===== config.mk =====
export PLATFORM = sky130hd
export DESIGN_NAME = id_ex_hazard_stage
export DESIGN_NICKNAME = d
export VERILOG_FILES = /design/src/rtl/id_ex_hazard_stage.sv
export SDC_FILE = /design/constraint.sdc
export NUM_CORES = 1
export LEC_CHECK = 0
export BUFFER_PORTS_ARGS = -buffer_cell sky130_fd_sc_hd__buf_4
export CORE_AREA = 2 2 128 130
export CTS_CLUSTER_SIZE = 20
export DETAILED_ROUTE_END_ITERATION = 6
export DIE_AREA = 0 0 130 132
export PLACE_DENSITY = 0.72
export SYNTH_ARGS = -nofsm -noshare
export SYNTH_HDL_FRONTEND = slang
export SYNTH_SLANG_ARGS = --single-unit

===== constraint.sdc =====
create_clock -name Clk -period 14.8 [get_ports Clk]
set_clock_uncertainty 0.1 [all_clocks]
set_input_delay 0 -clock Clk [delete_from_list [all_inputs] [get_ports Clk]]
set_output_delay 0 -clock Clk [all_outputs]
set_load 0.1 [all_outputs]

===== src/rtl/id_ex_hazard_stage.sv =====
// ID/EX pipeline register with load-use hazard detection, bubble insertion
// and a saturating stall-cycle counter for performance debug.
module id_ex_hazard_stage #(
    parameter int unsigned DATA_WIDTH = 32,
    parameter int unsigned CNT_WIDTH  = 16
) (
    input  logic                  Clk,
    input  logic                  Reset,
    input  logic                  Hold,
    input  logic                  Flush,
    input  logic [4:0]            IF_ID_rs,
    input  logic [4:0]            IF_ID_rt,
    input  logic [4:0]            IF_ID_rd,
    input  logic                  IF_ID_UsesRt,
    input  logic                  RegWrite_in,
    input  logic                  MemRead_in,
    input  logic                  MemWrite_in,
    input  logic                  MemToReg_in,
    input  logic [1:0]            ALUSrc_in,
    input  logic [3:0]            ALUOp_in,
    input  logic [DATA_WIDTH-1:0] ReadData1_in,
    input  logic [DATA_WIDTH-1:0] ReadData2_in,
    input  logic [DATA_WIDTH-1:0] Imm_in,
    input  logic [DATA_WIDTH-1:0] PCPlus4_in,
    output logic [4:0]            ID_EX_rs,
    output logic [4:0]            ID_EX_rt,
    output logic [4:0]            ID_EX_rd,
    output logic                  ID_EX_RegWrite,
    output logic                  ID_EX_MemRead,
    output logic                  ID_EX_MemWrite,
    output logic                  ID_EX_MemToReg,
    output logic [1:0]            ID_EX_ALUSrc,
    output logic [3:0]            ID_EX_ALUOp,
    output logic [DATA_WIDTH-1:0] ID_EX_ReadData1,
    output logic [DATA_WIDTH-1:0] ID_EX_ReadData2,
    output logic [DATA_WIDTH-1:0] ID_EX_Imm,
    output logic [DATA_WIDTH-1:0] ID_EX_PCPlus4,
    output logic                  ID_EX_Valid,
    output logic                  Stall,
    output logic [CNT_WIDTH-1:0]  StallCount
);

    localparam int unsigned REG_W = 5;

    typedef struct packed {
        logic                  valid;
        logic [REG_W-1:0]      rs;
        logic [REG_W-1:0]      rt;
        logic [REG_W-1:0]      rd;
        logic                  reg_write;
        logic                  mem_read;
        logic                  mem_write;
        logic                  mem_to_reg;
        logic [1:0]            alu_src;
        logic [3:0]            alu_op;
        logic [DATA_WIDTH-1:0] read_data1;
        logic [DATA_WIDTH-1:0] read_data2;
        logic [DATA_WIDTH-1:0] imm;
        logic [DATA_WIDTH-1:0] pc_plus4;
    } ex_slot_t;

    ex_slot_t             slot_q, slot_d, issue_c;
    logic [CNT_WIDTH-1:0] cnt_q, cnt_d;
    logic                 rs_hit_c, rt_hit_c, hazard_c, stall_c;

    // Instruction presented by ID, packed as it would sit in EX.
    always_comb begin
        issue_c            = '0;
        issue_c.valid      = 1'b1;
        issue_c.rs         = IF_ID_rs;
        issue_c.rt         = IF_ID_rt;
        issue_c.rd         = IF_ID_rd;
        issue_c.reg_write  = RegWrite_in;
        issue_c.mem_read   = MemRead_in;
        issue_c.mem_write  = MemWrite_in;
        issue_c.mem_to_reg = MemToReg_in;
        issue_c.alu_src    = ALUSrc_in;
        issue_c.alu_op     = ALUOp_in;
        issue_c.read_data1 = ReadData1_in;
        issue_c.read_data2 = ReadData2_in;
        issue_c.imm        = Imm_in;
        issue_c.pc_plus4   = PCPlus4_in;
    end

    // A load in EX always targets rt; r0 is never a real dependency.
    always_comb begin
        rs_hit_c = (slot_q.rt == IF_ID_rs);
        rt_hit_c = IF_ID_UsesRt & (slot_q.rt == IF_ID_rt);
        hazard_c = slot_q.valid & slot_q.mem_read & (slot_q.rt != REG_W'(0))
                 & (rs_hit_c | rt_hit_c);
        stall_c  = hazard_c & ~Hold & ~Flush & ~Reset;
    end

    // Next state: Hold freezes everything, Flush/Stall load a bubble.
    always_comb begin
        slot_d = slot_q;
        cnt_d  = cnt_q;
        if (!Hold) begin
            if (Flush || stall_c) begin
                slot_d = '0;
            end else begin
                slot_d = issue_c;
            end
            if (stall_c && (cnt_q != {CNT_WIDTH{1'b1}})) begin
                cnt_d = cnt_q + CNT_WIDTH'(1);
            end
        end
    end

    always_ff @(posedge Clk or posedge Reset) begin
        if (Reset) begin
            slot_q <= '0;
            cnt_q  <= '0;
        end else begin
            slot_q <= slot_d;
            cnt_q  <= cnt_d;
        end
    end

    assign ID_EX_Valid     = slot_q.valid;
    assign ID_EX_rs        = slot_q.rs;
    assign ID_EX_rt        = slot_q.rt;
    assign ID_EX_rd        = slot_q.rd;
    assign ID_EX_RegWrite  = slot_q.reg_write;
    assign ID_EX_MemRead   = slot_q.mem_read;
    assign ID_EX_MemWrite  = slot_q.mem_write;
    assign ID_EX_MemToReg  = slot_q.mem_to_reg;
    assign ID_EX_ALUSrc    = slot_q.alu_src;
    assign ID_EX_ALUOp     = slot_q.alu_op;
    assign ID_EX_ReadData1 = slot_q.read_data1;
    assign ID_EX_ReadData2 = slot_q.read_data2;
    assign ID_EX_Imm       = slot_q.imm;
    assign ID_EX_PCPlus4   = slot_q.pc_plus4;
    assign Stall           = stall_c;
    assign StallCount      = cnt_q;

endmodule

==> flow_summary_export.csv <==
group,metric,value,unit
logic_synthesis,synth_top_family_by_area,"compound AO/OA/AOI/OAI gates",
hold_path,hold_path.class,"primary input to flop",
layout,layout-drive-gt1-share,40.0,%
clock_network,cts_resized,0,
global_route,grt_pass1_wl,32600,um
outcome,outcome,"complete, no violations",
placed_design,dp_hpwl,12500,um
logic_synthesis,syn_nets,586,
logic_synthesis,synthTopCellsByCount,"dfrtp_1 (170), a22o_1 (153), clkbuf_1 (18), xnor2_1 (18)",
layout,area_growth,75.7,%
global_route,grt_antenna_before_repair,2,
worst_setup_path,crit_required,15.05,ns
logic_synthesis,synthAdderAreaFrac,0.200,%
hold_path,worstHoldStart,"Flush",
layout,fin_cells,1127,
worst_setup_path,reg2reg_depth,7,
worst_setup_path,rrSetupSlack,11.72,ns
floorplan,pin_count,329,
logic_synthesis,yosysWarnings,0,
logic_synthesis,synthCells,427,
hold_path,min_to,"StallCount[2]",
worst_setup_path,cpLargestDelayFamily,"simple AND/OR/NAND/NOR gates",
layout,finish.utilization,70.0,%
global_route,track_usage,24.7,%
logic_synthesis,yosysTopAreaCell,"dfrtp_1",
power_and_ir_drop,power_density,129,nW/um2
drt,num_vias,5675,
logic_synthesis,yosysTopAreaCellShare,68.0,%
sta,finalHoldViolations,0,
sta,finalCriticalPeriod,3.08,ns
sta,max_clock_freq,325,MHz
logic_synthesis,syn_area,6260,um2
layout,stdcell_area,11000,um2
sta,tightest_slew,1.28,ns
worst_setup_path,path_buf_inv,1,
sta,timing.final.crit_share,20.8,%
floorplan,die_w,130,um
sta,maxSlewViolCount,0,
sta,max-slew-margin-rel,14.9,%
global_route,grt_pass1_vias,6166,
logic_synthesis,ys_types,23,
worst_setup_path,critPathArrivalTime,3.33,ns
clock_network,cts.reportedPaths.clkPinSlew,0.07,ns
worst_setup_path,worstReg2RegEnd,"ID_EX_Imm[15]",
worst_setup_path,crit_path_max_fanout,121,
logic_synthesis,ys.flop_type,"dfrtp_1",
logic_synthesis,async_flop_share,100,%
power_and_ir_drop,p_leak,5.60,nW
logic_synthesis,postSynthRegisterBits,170,
floorplan,dieArea,17200,um2
sta,rsz0062_at_grt,"no",
worst_setup_path,slowest_delay,0.94,ns
drt,ant_nets,0,
global_route,overflow,0,
sta,setup_viol,0,
worst_setup_path,critPathKind,"flop to flop",
floorplan,die_h,132,um
drt,drt_iter0_markers,269,
layout,fin_nets,1056,
placed_design,placed_area,8840,um2
worst_setup_path,cp_slowest_cell,"buf_4",
clock_network,cts_made_buffers,17,
drt,drtPass1Iterations,6,
clock_network,cts_htree_levels,4,
logic_synthesis,synth-edff-count,0,
worst_setup_path,critical_path.startpoint_type,"flop",
logic_synthesis,synth_compound_area_share,21.6,%
logic_synthesis,muxShareOfSynthArea,0.180,%
power_and_ir_drop,ir_drop,78.1,uV
logic_synthesis,yosysMostFrequentCell,"dfrtp_1",
logic_synthesis,synth-seq-area-share,68.0,%
worst_setup_path,path_cells,"or4_1 -> nor2_1 -> nor4_1 -> and2_1 -> nor3_2 -> buf_4 -> a22o_1",
logic_synthesis,synth-simple-area-share,3.34,%
logic_synthesis,synth_area_leaders,"dfrtp_1 (68%), a22o_1 (21%), xnor2_1 (2.5%)",
global_route,grt_max_degree,122,
clock_network,clockBufferDepth,2,
placed_design,dpl.cell_count,940,
clock_network,clk_latency,0.42,ns
floorplan,num_rows,46,
worst_setup_path,cp-end-kind,"flop",
drt,viasPerCell,5.04,
hold_path,hold_depth,5,
clock_network,cts_tree,"built",
placed_design,place.port_buffers,328,
drt,routed_wl,21100,um
logic_synthesis,syn_avg_cell_area,14.7,um2
sta,hold_ws,0.0323,ns
clock_network,cts_num_sinks,170,
drt,wire_per_inst,18.7,um
placed_design,gp_congestion,0.771,
clock_network,cts_root_buf,"clkbuf_16",
worst_setup_path,r2r-start,"ID_EX_rt[0]",
floorplan,start_util,39.8,%
logic_synthesis,synth_xor_area_share,3.50,%
flow_run,drv_cap,0,
drt,drc,0,
floorplan,core,15700,um2
sta,tns,0,ns
-- power by group --
part | internal [W] | leakage, nW | switching, W
clock network | 0.000286 | 0.296 | 0.000180
logic | 0.000122 | 3.07 | 0.000312
registers | 0.000497 | 2.23 | 0.0000230
-- tightest hold or removal path, cell delays in order --
cell	delay (ns)
buf_4	0.10
nor4_1	0.06
and2_1	0.18
nand3_1	0.11
xnor2_1	0.06
-- cell families after synthesis --
| kind of cell | count (synthesis) |
|---|---|
| simple gates | 39 |
| mux | 1 |
| flops | 170 |
| buf+inv | 36 |
| compound gates | 155 |
| xor+xnor | 25 |
| fa+ha+maj | 1 |
-- timing repair --
item / in CTS / in global routing
setup buffers: 0 / 0
hold buffers: 154 / 0
endpoints found under the setup margin: 0 / 0
hold endpoints to repair: 244 / 0
-- layer usage --
| layer | share of wire (%) | track usage, % |
|---|---|---|
| met1 | 37 | 27.6 |
| met4 | 4.0 | 11.8 |
| met5 | 0 | 0 |
| met2 | 52 | 43.3 |
| met3 | 6.7 | 6.29 |
-- cell usage in the layout (no fill, tap or decap) --
cell type	n
nor3_1	3
clkbuf_8	1
or4_1	1
bufinv_16	4
and2_1	1
clkinv_4	3
a21o_1	1
nor2_1	4
nand2_1	7
nor4_1	1
clkinv_2	2
nand4_1	3
xnor2_1	18
diode_2	2
o22ai_1	1
xor2_1	7
dlygate4sd3_1	154
clkinvlp_4	2
buf_4	332
nor3b_1	1
nand3_1	10
clkbuf_1	2
and4_1	3
nor3_2	1
inv_6	1
ha_1	1
clkbuf_16	17
mux2_2	1
dfrtp_1	170
a22o_1	153
and3_1	4
-- worst max-delay path by stage --
| stage | start | to | cells after the start |
|---|---|---|---|
| 5_1_grt | Reset | ID_EX_ReadData2[23] | 9 |
| 3_3_place_gp | ID_EX_rt[0] | ID_EX_Imm[30] | 7 |
| 6_report | ID_EX_rt[0] | ID_EX_Imm[15] | 7 |
| 3_5_place_dp | ID_EX_rt[0] | ID_EX_ReadData2[6] | 7 |
| 2_1_floorplan | Reset | ID_EX_ALUOp[0] | 9 |
| 4_1_cts | ID_EX_rt[0] | ID_EX_ReadData2[1] | 7 |
-- flip-flops by register name (all words and copies together) (netlist names), 2 cells and up --
| name | cells |
|---|---|
| ID_EX_ReadData2 | 32 |
| ID_EX_rs | 5 |
| ID_EX_rt | 5 |
| StallCount | 16 |
| ID_EX_ReadData1 | 32 |
| ID_EX_ALUOp | 4 |
| ID_EX_rd | 5 |
| ID_EX_Imm | 32 |
| ID_EX_PCPlus4 | 32 |
| ID_EX_ALUSrc | 2 |
-- area by class of cell --
type                            instances  area, um2
Antenna cell                            2       5.00
Clock buffer                           20        447
Clock inverter                         11        171
Fill cell                            1047       4710
Inverter                                1       8.76
Multi-Input combinational cell        221       1810
Sequential cell                       170       4250
Tap cell                              216        270
Timing Repair Buffer                  486       4030
-- stage by stage --
step / total power [W] / worst slack (ns)
2_1_floorplan: 0.000818 / 8.93
4_1_cts: 0.00142 / 11.79
6_report: 0.00142 / 11.72
3_5_place_dp: 0.000925 / 11.83
5_1_grt: 0.00147 / 11.58
3_3_place_gp: 0.000920 / 11.96
Power figures use the tool's default switching activity.
